<file path="src/rtl/arbmux_pkg.sv">
// Shared defaults and helpers for the round-robin arbitrating stream mux.
// Optional packet locking is enabled by defining ARBMUX_LOCK_EN.
package arbmux_pkg;

    localparam int unsigned ARBMUX_WIDTH    = 16;
    localparam int unsigned ARBMUX_CHANNELS = 4;

    // Index width for n items, never narrower than one bit.
    function automatic int unsigned clog2_min1(input int unsigned n);
        int unsigned r;
        r = 0;
        for (int unsigned i = 0; i < 32; i++) begin
            if ((64'd1 << i) < 64'(n)) begin
                r = i + 1;
            end
        end
        return (r == 0) ? 1 : r;
    endfunction

endpackage

</file>
<file path="src/rtl/rr_arbiter.sv">
// Combinational round-robin arbiter: scans requests starting after ptr.
// With lock asserted only the channel at ptr may be granted (ARBMUX_LOCK_EN builds).
module rr_arbiter #(
    parameter int unsigned CHANNELS = 4,
    parameter int unsigned SELW     = 2
) (
    input  logic [CHANNELS-1:0] req,
    input  logic [SELW-1:0]     ptr,
    input  logic                lock,
    output logic [CHANNELS-1:0] grant_c,
    output logic [SELW-1:0]     idx_c,
    output logic                any_c
);

    logic [31:0]         cand;
    logic [CHANNELS-1:0] onehot;

    // Shift-based selects keep every index width-clean for any CHANNELS.
    always_comb begin
        grant_c = '0;
        idx_c   = '0;
        any_c   = 1'b0;
        cand    = '0;
        onehot  = '0;
        if (lock) begin
            cand   = 32'(ptr);
            onehot = CHANNELS'(1) << cand;
            if (|(req & onehot)) begin
                grant_c = onehot;
                idx_c   = ptr;
                any_c   = 1'b1;
            end
        end else begin
            for (int unsigned k = 1; k <= CHANNELS; k++) begin
                cand   = (32'(ptr) + 32'(k)) % 32'(CHANNELS);
                onehot = CHANNELS'(1) << cand;
                if (!any_c && |(req & onehot)) begin
                    grant_c = onehot;
                    idx_c   = SELW'(cand);
                    any_c   = 1'b1;
                end
            end
        end
    end

endmodule

</file>
<file path="src/rtl/arb_mux_n.sv">
// N-way round-robin arbitrating stream mux with a single registered output beat.
// Define ARBMUX_LOCK_EN to add in_last/out_last and hold the grant for a whole packet.
module arb_mux_n
    import arbmux_pkg::*;
#(
    parameter int unsigned WIDTH    = ARBMUX_WIDTH,
    parameter int unsigned CHANNELS = ARBMUX_CHANNELS
) (
    input  logic                      clk,
    input  logic                      rst,
    input  logic [CHANNELS*WIDTH-1:0] in_data,
    input  logic [CHANNELS-1:0]       in_valid,
    output logic [CHANNELS-1:0]       in_ready,
`ifdef ARBMUX_LOCK_EN
    input  logic [CHANNELS-1:0]       in_last,
    output logic                      out_last,
`endif
    output logic [WIDTH-1:0]          out_data,
    output logic [clog2_min1(CHANNELS)-1:0] out_sel,
    output logic                      out_valid,
    input  logic                      out_ready
);

    localparam int unsigned SELW = clog2_min1(CHANNELS);

    logic [SELW-1:0]     ptr_q;
    logic                lock_c;
    logic [CHANNELS-1:0] grant_c;
    logic [SELW-1:0]     idx_c;
    logic                any_c;
    logic                free_c;
    logic                xfer_c;
    logic [WIDTH-1:0]    sel_data_c;

`ifdef ARBMUX_LOCK_EN
    logic locked_q;
    assign lock_c = locked_q;
`else
    assign lock_c = 1'b0;
`endif

    rr_arbiter #(
        .CHANNELS (CHANNELS),
        .SELW     (SELW)
    ) u_arb (
        .req     (in_valid),
        .ptr     (ptr_q),
        .lock    (lock_c),
        .grant_c (grant_c),
        .idx_c   (idx_c),
        .any_c   (any_c)
    );

    // Nothing is accepted while reset is held.
    assign free_c     = (!out_valid || out_ready) && !rst;
    assign in_ready   = grant_c & {CHANNELS{free_c}};
    assign xfer_c     = any_c && free_c;
    assign sel_data_c = WIDTH'(in_data >> (32'(idx_c) * 32'(WIDTH)));

    always_ff @(posedge clk or posedge rst) begin
        if (rst) begin
            out_valid <= 1'b0;
            out_data  <= '0;
            out_sel   <= '0;
            ptr_q     <= SELW'(CHANNELS - 1);
        end else if (xfer_c) begin
            out_valid <= 1'b1;
            out_data  <= sel_data_c;
            out_sel   <= idx_c;
            ptr_q     <= idx_c;
        end else if (out_ready) begin
            out_valid <= 1'b0;
        end
    end

`ifdef ARBMUX_LOCK_EN
    // Stay on the granted channel until its last beat has been taken.
    always_ff @(posedge clk or posedge rst) begin
        if (rst) begin
            locked_q <= 1'b0;
            out_last <= 1'b0;
        end else if (xfer_c) begin
            locked_q <= !(|(in_last & grant_c));
            out_last <= |(in_last & grant_c);
        end
    end
`endif

endmodule

</file>
<file path="config.mk">
export PLATFORM = sky130hd
export DESIGN_NAME = arb_mux_n
export DESIGN_NICKNAME = d
export VERILOG_FILES = /design/src/rtl/arbmux_pkg.sv /design/src/rtl/rr_arbiter.sv /design/src/rtl/arb_mux_n.sv
export SDC_FILE = /design/constraint.sdc
export NUM_CORES = 1
export LEC_CHECK = 0
export ABC_AREA = 1
export BUFFER_PORTS_ARGS = -buffer_cell sky130_fd_sc_hd__buf_2
export CORE_MARGIN = 4
export CORE_UTILIZATION = 52
export DETAILED_ROUTE_END_ITERATION = 6
export MAX_ROUTING_LAYER = met4
export PLACE_DENSITY = 0.88
export SLEW_MARGIN = 20
export SYNTH_ARGS = -nofsm -noshare
export SYNTH_HDL_FRONTEND = slang
export SYNTH_HIERARCHICAL = 1
export SYNTH_SLANG_ARGS = --single-unit
export TNS_END_PERCENT = 10
</file>
<file path="constraint.sdc">
create_clock -name clk -period 3.4 [get_ports clk]
set_input_delay 0.17 -clock clk [delete_from_list [all_inputs] [get_ports clk]]
set_output_delay 0.17 -clock clk [all_outputs]
set_load 0.02 [all_outputs]
</file>
# [Yosys cells after proc, flatten, opt, wreduce, memory -nomap -nowiden]
# Index checks and enable logic that the tools add are counted.
[word_totals] regBits=21 out_inout_bits=23 word_cells=48
[classes] add_sub_neg=4 shifts=5 mux=14 bitwise=5 n_reduce_logical=16
[ops] cell="right shift 64 x 6 -> 16 bit" count=1
[ops] cell="AND 4 bit" count=5
[ops] cell="2-to-1 mux 4 bit" count=4
[ops] cell="OR reduction 4 bit" count=4
[ops] cell="left shift 1 x 2 -> 4 bit, first input constant" count=4
[ops] cell="2-to-1 mux 2 bit" count=4
[ops] cell="2-to-1 mux 1 bit" count=6
[ops] cell="logical AND 1 bit" count=5
[ops] cell="logical NOT 1 bit" count=5
[ops] cell="adder 2 x 1 -> 2 bit, second input constant" count=2
[ops] cell="adder 2 bit, second input constant" count=2
[ops] cell="nonzero test 2 bit" count=1
[ops] cell="logical OR 1 bit" count=1

# [Depth between registers and ports, before layout]
# Gate-level depths: netlist of run 1.
[logic_depth] word_depth=16 depth_mapped=19 mapped_depth_nobuf=17

# [Hierarchy]
# Netlist of run 1, hierarchy kept.
[modules_own_cells] mod="arb_mux_n" n_inst=1 cells_per_inst=286 area_each_um2=1667.8 seq_area_each_um2=528.0
[modules_own_cells] mod="rr_arbiter" n_inst=1 cells_per_inst=96 area_each_um2=541.8 seq_area_each_um2=0.0

# [Worst setup path after synthesis of run 1]
# Ideal clock, no wire load.
[synth_timing] path_type="reg-to-reg" from="reg ptr_q[0]" to="reg out_data[0]" setup_time_ns=0.116 arrival_time_ns=2.126 setup_slack_ns=1.158 stages_incl_launch_ff=19 n_path_buf=2 synth_period_minus_slack_ns=2.242 path_cell_list="dfstp_2 > inv_1 > ha_1 > nand2_1 > nand2_2 > nor2_8 > nand3_2 > nand2_2 > nand2_2 > clkinv_2 > nand2_1 > nand2_1 > buf_6 > inv_2 > buf_4 > nand3_1 > nand2_1 > nand2_1 > nand2_1"
[synth_between] elab_chain_cells=15 elab_cells_between_ends=32 cone_classes="add/sub (4); shift (5); mux (8); bitwise (4); reduce/logical (11)"
[synth_rtl] element="start, declared" line_no="arb_mux_n.sv:26" text="logic [SELW-1:0] ptr_q;"
[synth_rtl] element="start signal, assigned" line_no="arb_mux_n.sv:65" text="ptr_q <= SELW'(CHANNELS - 1);"
[synth_rtl] element="start signal, assigned" line_no="arb_mux_n.sv:70" text="ptr_q <= idx_c;"
[synth_rtl] element="adder 2 x 1 -> 2 bit" line_no="rr_arbiter.sv:35" text="cand = (32'(ptr) + 32'(k)) % 32'(CHANNELS);"
[synth_rtl] element="left shift 1 x 2 -> 4 bit" line_no="rr_arbiter.sv:36" text="onehot = CHANNELS'(1) << cand;"
[synth_rtl] element="AND 4 bit" line_no="rr_arbiter.sv:37" text="if (!any_c && |(req & onehot)) begin"
[synth_rtl] element="OR reduction 4 bit" line_no="rr_arbiter.sv:37"
[synth_rtl] element="2-to-1 mux 1 bit" line_no="rr_arbiter.sv:37"
[synth_rtl] element="logical NOT 1 bit" line_no="rr_arbiter.sv:37"
[synth_rtl] element="logical AND 1 bit" line_no="rr_arbiter.sv:37"
[synth_rtl] element="2-to-1 mux 1 bit" line_no="rr_arbiter.sv:37"
[synth_rtl] element="logical NOT 1 bit" line_no="rr_arbiter.sv:37"
[synth_rtl] element="logical AND 1 bit" line_no="rr_arbiter.sv:37"
[synth_rtl] element="2-to-1 mux 1 bit" line_no="rr_arbiter.sv:37"
[synth_rtl] element="logical NOT 1 bit" line_no="rr_arbiter.sv:37"
[synth_rtl] element="logical AND 1 bit" line_no="rr_arbiter.sv:37"
[synth_rtl] element="2-to-1 mux 2 bit (*)" line_no="rr_arbiter.sv:37"
[synth_rtl] element="net idx_c[1]" line_no="arb_mux_n.sv:29" text="logic [SELW-1:0] idx_c;"
[synth_rtl] element="right shift 64 x 6 -> 16 bit (*)" line_no="arb_mux_n.sv:58" text="assign sel_data_c = WIDTH'(in_data >> (32'(idx_c) * 32'(WIDTH)));"
[synth_rtl] element="end signal, assigned" line_no="arb_mux_n.sv:68" text="out_data <= sel_data_c;"
[synth_rtl] element="end, declared" line_no="arb_mux_n.sv:18" text="output logic [WIDTH-1:0] out_data,"
# Mark *: on every way through the listed nets, which the timed path passes. The rest lies on a longest branch.
# A chain may end at the register's enable or synchronous reset.

# [Worst setup path in the final report of run 1]
[layout_timing] from="reg ptr_q[0]" to="reg out_data[12]"
# The elaborated chain is that of the path after synthesis.

==> load_flow_metrics.sql, run 1 <==
INSERT INTO impl_metrics (metric_group, metric, value, unit) VALUES
('run_status', 'outcome', 'completed', ''),
('clock_network', 'tritoncts', 'built', ''),
('synth', 'syn_inst', '382', ''),
('floorplanning', 'floorplan.rows', '23', ''),
('detailed_routing', 'routed-via-count', '2428', ''),
('sta', 'setup_total_negative_slack', '0', 'ps'),
('clock_network', 'clock_transition_at_path_regs', '80', 'ps'),
('clock_network', 'root_buffer', 'sky130_fd_sc_hd__clkbuf_8', ''),
('power_and_ir_drop', 'power', '2.403', 'mW'),
('detailed_routing', 'wirelength_met1', '2343', 'um'),
('detailed_routing', 'detailedRoute.firstIterationViolations', '128', ''),
('synth', 'yosys-top-cells-area', 'sky130_fd_sc_hd__nand2_1 (30%), sky130_fd_sc_hd__dfrtp_1 (22%), sky130_fd_sc_hd__inv_1 (13%)', ''),
('clock_network', 'clock_tree.buffer_depth', '2', ''),
('place', 'post_detailed_placement_half_perimeter_wirelength', '4350', 'um'),
('finish', 'stdcell_area', '0.002691', 'mm^2'),
('finish', 'num-fill-cells', '375', ''),
('finish', 'drive_gt1_frac', '0.2596', ''),
('synth', 'synth_top_family_by_area', 'simple AND/OR/NAND/NOR gates', ''),
('clock_network', 'post_cts_resize_count', '0', ''),
('synth', 'synth_adder_area_share', '0.03964', ''),
('clock_network', 'clock_latency', '260', 'ps'),
('synth', 'synth-compound-area-share', '0.02435', ''),
('place', 'placed_area', '0.002636', 'mm^2'),
('worst_setup_path', 'worst_ep_required_time', '3550', 'ps'),
('sta', 'fin_crit', '2841', 'ps'),
('synth', 'synth_top_area_frac', '0.3024', ''),
('worst_setup_path', 'worst-setup-path-type', 'reg2reg', ''),
('detailed_routing', 'met2_wirelength', '2738', 'um'),
('synth', 'netlist-cell-type-count', '27', ''),
('finish', 'flow.area_growth_from_synthesis', '21.80', '%'),
('sta', 'worst-slew-pin-transition', '816.9', 'ps'),
('worst_setup_path', 'critical-path-top-cell-by-count', 'sky130_fd_sc_hd__nand2_1', ''),
('synth', 'syn-mean-instance-area', '5.784', 'um^2'),
('clock_network', 'postCtsSetupRepairBufs', '0', ''),
('detailed_routing', 'first_pass_iters', '4', ''),
('sta', 'maxSlewViolCount', '0', ''),
('sta', 'holdWs', '162.9', 'ps'),
('worst_setup_path', 'worst_setup_path_start_kind', 'flip-flop', ''),
('min_path', 'worstHoldPathType', 'in2reg', ''),
('sta', 'finalSetupViolCount', '0', ''),
('grt', 'grt_max_degree', '33', ''),
('detailed_routing', 'totalWireLength', '5450', 'um'),
('floorplanning', 'die_area', '0.005356', 'mm^2'),
('worst_setup_path', 'cpMaxStageDelayCell', 'sky130_fd_sc_hd__dfstp_2', ''),
('place', 'numPortBuffers', '93', ''),
('detailed_routing', 'wire_per_inst', '10.48', 'um'),
('flow_run', 'max_cap_viol_count', '0', ''),
('sta', 'relSlewSlack', '0.4538', ''),
('synth', 'yosysTopAreaCell', 'sky130_fd_sc_hd__nand2_1', ''),
('clock_network', 'htree_num_levels', '1', ''),
('synth', 'yosys-mux-area-fraction', '0', ''),
('clock_network', 'cts_hold_repair.buffers', '1', ''),
('detailed_routing', 'top_layer', 'met4', ''),
('synth', 'post_synthesis_sequential_element_count', '21', ''),
('synth', 'yosys.area_share.simple', '0.4915', ''),
('worst_setup_path', 'worst_path_cell_chain', 'inv_1 > ha_1 > nand2_1 > nand2_2 > nor2_8 > nand3_2 > nand2_2 > nand2_2 > o21ai_1 > nand2_1 > inv_1 > buf_4 > nand2_1 > nand3_1 > nand2_1 > nand2_1 > nand2_1', ''),
('floorplanning', 'design.core.area', '0.004058', 'mm^2'),
('floorplanning', 'start_util', '0.5446', ''),
('grt', 'tot_gr_track_use', '0.2164', ''),
('grt', 'globalRouteOverflowTotal', '0', ''),
('synth', 'ys_warn_count', '6', ''),
('power_and_ir_drop', 'peakVddDrop', '0.4638', 'mV'),
('finish', 'antenna_cells', '0', ''),
('grt', 'first_global_vias', '2193', ''),
('detailed_routing', 'route.detailed.vias_per_inst', '4.669', ''),
('sta', 'fmaxAchievable', '352.0', 'MHz'),
('power_and_ir_drop', 'power_leakage', '1.818', 'nW'),
('worst_setup_path', 'timing.critical_path.fanout_max', '26', ''),
('finish', 'layout.nets', '549', ''),
('synth', 'synthXorXnorAreaFrac', '0', ''),
('detailed_routing', 'ant_nets', '0', '');
-- registers in the layout, indices dropped and copies added, names as in the netlist --
register and flops:
out_sel 2, out_data 16, ptr_q 2, out_valid 1
-- metrics by stage --
step	std cells	setup slack [ps]
2_1_floorplan	384	1158
3_3_place_gp	515	703.5
3_5_place_dp	515	599.0
4_1_cts	520	572.5
5_1_grt	520	307.0
6_report	520	558.7
-- report_power, final --
| part | internal, mW | total, mW | switching [mW] |
|---|---|---|---|
| Combinational | 0.596 | 1.79 | 1.19 |
| Sequential | 0.380 | 0.449 | 0.0690 |
| Clock | 0.0834 | 0.164 | 0.0805 |
| Total | 1.06 | 2.40 | 1.34 |
-- cells in the mapped netlist, drive strengths merged --
master,number
inv,85
nand2,184
ha,7
dfstp,2
nand3,49
nor2,11
clkinv,1
nand4,2
conb,1
dfrtp,19
a21oi,1
o21ai,5
buf,14
o211ai,1
-- cells by family after synthesis --
| family | after synthesis |
|---|---|
| fa+ha+maj | 7 |
| flops | 21 |
| compound gates | 7 |
| other cells | 1 |
| buf+inv | 100 |
| simple gates | 246 |
-- routing by layer --
metal  track usage  vias up
met5             -        -
met4       0.05328        0
met3       0.01240        7
met2        0.3764       87
met1        0.2732     1047
li1              -     1287
-- final cells by class --
class                   count  area, um^2  share of cell area
flip-flops and latches     21       528.0              0.1962
inverters                  86       326.6              0.1213
repair buffers             96       490.5              0.1822
clock buffers               4       45.04             0.01674
well taps                  50       62.56             0.02325
multi-input cells         263        1239              0.4603
-- critical path, delay by kind of cell, from the launching register on --
kind,cells,cell delay (ps)
adders and majority gates,1,320
buffers and inverters,3,710
and+or+nand+nor,12,1020
DFF,1,580
AOI/OAI and AO/OA,1,90
-- path summary, 6_finish.rpt --
check	start	end	slack, ps	cells after the start
min in group asynchronous	rst	out_data[13]	490	3
max	ptr_q[0]	out_data[12]	560	17
max reg2reg	ptr_q[0]	out_data[12]	560	17
min reg2reg	out_data[11]	out_data[11]	480	2
max in group asynchronous	rst	ptr_q[1]	2550	3
min	out_ready	out_valid	160	2
-- cell usage in the layout (no fill, tap or decap), types with 3 or more instances in the layout --
master	netlist	routed
sky130_fd_sc_hd__nand2_1	178	178
sky130_fd_sc_hd__buf_2	3	93
sky130_fd_sc_hd__inv_1	79	79
sky130_fd_sc_hd__nand3_1	47	47
sky130_fd_sc_hd__dfrtp_1	19	19
sky130_fd_sc_hd__ha_1	7	7
sky130_fd_sc_hd__nor2_1	6	6
sky130_fd_sc_hd__inv_2	5	5
sky130_fd_sc_hd__nand2_2	4	4
sky130_fd_sc_hd__nor2_8	3	3
sky130_fd_sc_hd__clkbuf_8	0	3
sky130_fd_sc_hd__conb_1	1	3
Power figures use the tool's default switching activity.
==> run 2, diff against run 1 <==
CORE_UTILIZATION = 49   (was 52)
PLACE_DENSITY = 0.84   (was 0.88)
clock period = 3 ns   (was 3.4 ns; I/O delays follow)
==> run 2 against run 1 <==
Compared with the run above: first-iteration DRC count is 8.6% higher; utilization is 4.4 points lower; sequential cell count stayed put; largest power group unchanged.
==> load_flow_metrics.sql, run 2 (same netlist as run 1, synthesis figures left out) <==
INSERT INTO impl_metrics (metric_group, metric, value, unit) VALUES
('worst_setup_path', 'setup.worst_path.start', 'ptr_q[0]', ''),
('floorplanning', 'die_area', '0.005648', 'mm^2'),
('detailed_routing', 'ant_nets', '0', ''),
('flow_run', 'max_cap_viol_count', '0', ''),
('place', 'post_detailed_placement_half_perimeter_wirelength', '4486', 'um'),
('grt', 'first_global_vias', '2115', ''),
('finish', 'drive_gt1_frac', '0.2617', ''),
('min_path', 'min_from', 'out_ready', ''),
('clock_network', 'root_buffer', 'sky130_fd_sc_hd__clkbuf_8', ''),
('finish', 'layout.area.seq', '528.0', 'um^2'),
('run_status', 'outcome', 'completed', ''),
('grt', 'tot_gr_track_use', '0.1982', ''),
('finish', 'stdcell_area', '0.002695', 'mm^2'),
('sta', 'setup_repair_after_global_routing_missed_its_margin', 'false', ''),
('worst_setup_path', 'worstPathArrival', '2850', 'ps'),
('detailed_routing', 'remaining_drc_errors', '0', ''),
('floorplanning', 'die-height', '75.15', 'um'),
('sta', 'finalSetupViolCount', '0', ''),
('finish', 'largest_register_ff_count', '16', ''),
('clock_network', 'cts_hold_repair.buffers', '1', ''),
('power_and_ir_drop', 'internal_power', '1.201', 'mW'),
('power_and_ir_drop', 'power_switching_share', '0.5590', ''),
('detailed_routing', 'totalWireLength', '5477', 'um'),
('sta', 'setup_total_negative_slack', '0', 'ps'),
('grt', 'grt_first_pass_wirelength', '8728', 'um'),
('place', 'gp_congestion', '0.9744', ''),
('sta', 'skew', '13.03', 'ps'),
('power_and_ir_drop', 'power_leakage', '1.821', 'nW'),
('detailed_routing', 'detailedRoute.firstIterationViolations', '139', ''),
('worst_setup_path', 'regToRegStartpoint', 'ptr_q[0]', ''),
('finish', 'antenna_cells', '0', ''),
('sta', 'relSlewSlack', '0.4477', ''),
('floorplanning', 'pin_count', '94', ''),
('floorplanning', 'floorplan.rows', '24', ''),
('worst_setup_path', 'timing.critical_path.fanout_max', '33', ''),
('power_and_ir_drop', 'power', '2.724', 'mW'),
('place', 'numPortBuffers', '93', ''),
('grt', 'globalRouteOverflowTotal', '0', ''),
('sta', 'finalHoldViolations', '0', ''),
('worst_setup_path', 'path_delay_family', 'simple AND/OR/NAND/NOR gates', ''),
('floorplanning', 'start_util', '0.5075', ''),
('sta', 'fin_crit', '2691', 'ps'),
('clock_network', 'clock_tree.buffer_depth', '2', ''),
('clock_network', 'cts-buffers-inserted', '3', ''),
('worst_setup_path', 'setup.reg_to_reg.worst_slack', '310', 'ps'),
('finish', 'area_of_the_multi_input_gates', '0.001239', 'mm^2'),
('worst_setup_path', 'end_kind', 'flip-flop', ''),
('power_and_ir_drop', 'net-switching-power', '1.523', 'mW'),
('detailed_routing', 'wire_per_inst', '10.49', 'um'),
('floorplanning', 'design.core.area', '0.004354', 'mm^2'),
('sta', 'fmaxAchievable', '371.6', 'MHz'),
('grt', 'antenna_violations_before_repair', '0', ''),
('place', 'number_of_cells_in_the_design_after_placement', '517', ''),
('clock_network', 'postCtsSetupRepairBufs', '0', ''),
('clock_network', 'numClockSinks', '21', ''),
('worst_setup_path', 'path_buf_inv', '3', ''),
('finish', 'num-fill-cells', '404', ''),
('power_and_ir_drop', 'power.density', '1011', 'mW/mm^2'),
('finish', 'top_register', 'out_data', ''),
('power_and_ir_drop', 'clockPowerShare', '0.068', ''),
('finish', 'layout_commonest_cell', 'sky130_fd_sc_hd__nand2_1', ''),
('detailed_routing', 'route.detailed.vias_per_inst', '4.580', ''),
('finish', 'layout.nets', '549', ''),
('finish', 'layout.cells.non_filler', '522', ''),
('min_path', 'worstHoldPathType', 'in2reg', ''),
('sta', 'worst-slew-pin-transition', '826.1', 'ps'),
('finish', 'final_cell_mix', 'sky130_fd_sc_hd__nand2_1 (178), sky130_fd_sc_hd__buf_2 (93), sky130_fd_sc_hd__inv_1 (79), sky130_fd_sc_hd__nand3_1 (47), sky130_fd_sc_hd__dfrtp_1 (19)', ''),
('place', 'placed_area', '0.002639', 'mm^2'),
('finish', 'flow.area_growth_from_synthesis', '21.97', '%'),
('worst_setup_path', 'worst_ep_required_time', '3150', 'ps'),
('power_and_ir_drop', 'power_frac_comb', '0.742', ''),
('clock_network', 'clock_latency', '260', 'ps'),
('detailed_routing', 'first_pass_iters', '5', ''),
('worst_setup_path', 'cpPeakStageDelay', '590', 'ps'),
('worst_setup_path', 'worst-setup-path-type', 'reg2reg', ''),
('sta', 'maxSlewViolCount', '0', ''),
('floorplanning', 'die_width', '75.15', 'um'),
('finish', 'top_regs', 'out_data: 16 flops, out_sel: 2 flops, ptr_q: 2 flops', ''),
('power_and_ir_drop', 'p_seq_frac', '0.191', ''),
('grt', 'grt_max_degree', '34', ''),
('clock_network', 'post_cts_resize_count', '0', ''),
('power_and_ir_drop', 'peakVddDrop', '0.4906', 'mV'),
('clock_network', 'tritoncts', 'built', ''),
('sta', 'holdWs', '140.0', 'ps'),
('worst_setup_path', 'worst_setup_path_start_kind', 'flip-flop', ''),
('worst_setup_path', 'cpMaxStageDelayCell', 'sky130_fd_sc_hd__dfstp_2', ''),
('clock_network', 'clock_transition_at_path_regs', '80', 'ps'),
('clock_network', 'htree_num_levels', '1', ''),
('detailed_routing', 'routed-via-count', '2391', ''),
('worst_setup_path', 'critical-path-top-cell-by-count', 'sky130_fd_sc_hd__nand2_1', ''),
('worst_setup_path', 'worst_path_cell_chain', 'inv_1 > ha_1 > nand2_1 > nand2_2 > nor2_8 > nand3_2 > nand2_2 > nand2_2 > o21ai_1 > nand2_1 > inv_1 > buf_4 > nand2_1 > nand3_1 > nand2_1 > nand2_1 > nand2_1', ''),
('sta', 'final_min_period_over_clock_period', '0.8971', '');
run 2: cell count changes in the layout (fill, tap and decap cells not counted), sizes merged:
| cell | before | now |
|---|---|---|
| clkbuf | 4 | 3 |
| clkinv | 1 | 2 |
run 2: worst paths after layout:
path                                      to  cells past startpoint
worst min-delay path               out_valid                      2
worst max register to register  out_data[13]                     17
worst max-delay path            out_data[13]                     17
min in group asynchronous       out_data[13]                      3
worst min register to register  out_data[11]                      2
max in group asynchronous           ptr_q[1]                      3
run 2: worst reg2reg max path: cells and delay by family (launching register included):
family                     cells  cell delay [ps]
DFF                            1              590
adders and majority gates      1              300
buffers and inverters          3              530
AOI/OAI and AO/OA              1               70
and+or+nand+nor               12             1080
run 2: cell type report:
type | instances | share of cell area
Inverter | 86 | 0.1212
Clock inverter | 1 | 0.001857
Timing Repair Buffer | 96 | 0.1820
Clock buffer | 3 | 0.01532
Tap cell | 52 | 0.02414
Multi-Input combinational cell | 263 | 0.4596
Sequential cell | 21 | 0.1959
run 2: layer usage:
layer | vias up | routed length (um) | global-route usage
li1 | 1288 | - | -
met1 | 986 | 2401 | 0.2527
met2 | 111 | 2596 | 0.3453
met3 | 6 | 406 | 0.01335
met4 | 0 | 73 | 0.04272
met5 | - | 0 | -
run 2: power groups by stage:
stage,clock [mW],sequential (mW),combinational (mW)
2_1_floorplan,0,0.660,1.54
3_3_place_gp,0,0.517,1.99
3_5_place_dp,0,0.522,2.02
4_1_cts,0.187,0.519,2.03
5_1_grt,0.199,0.533,2.29
6_report,0.184,0.520,2.02
run 2: stage by stage:
stage	utilization	worst slack [ps]
detailed placement	0.6060	343.3
global route	0.6190	30.30
floorplan	-	758.0
finish	0.6190	308.7
CTS	0.6190	314.5
global placement	0.6060	412.0
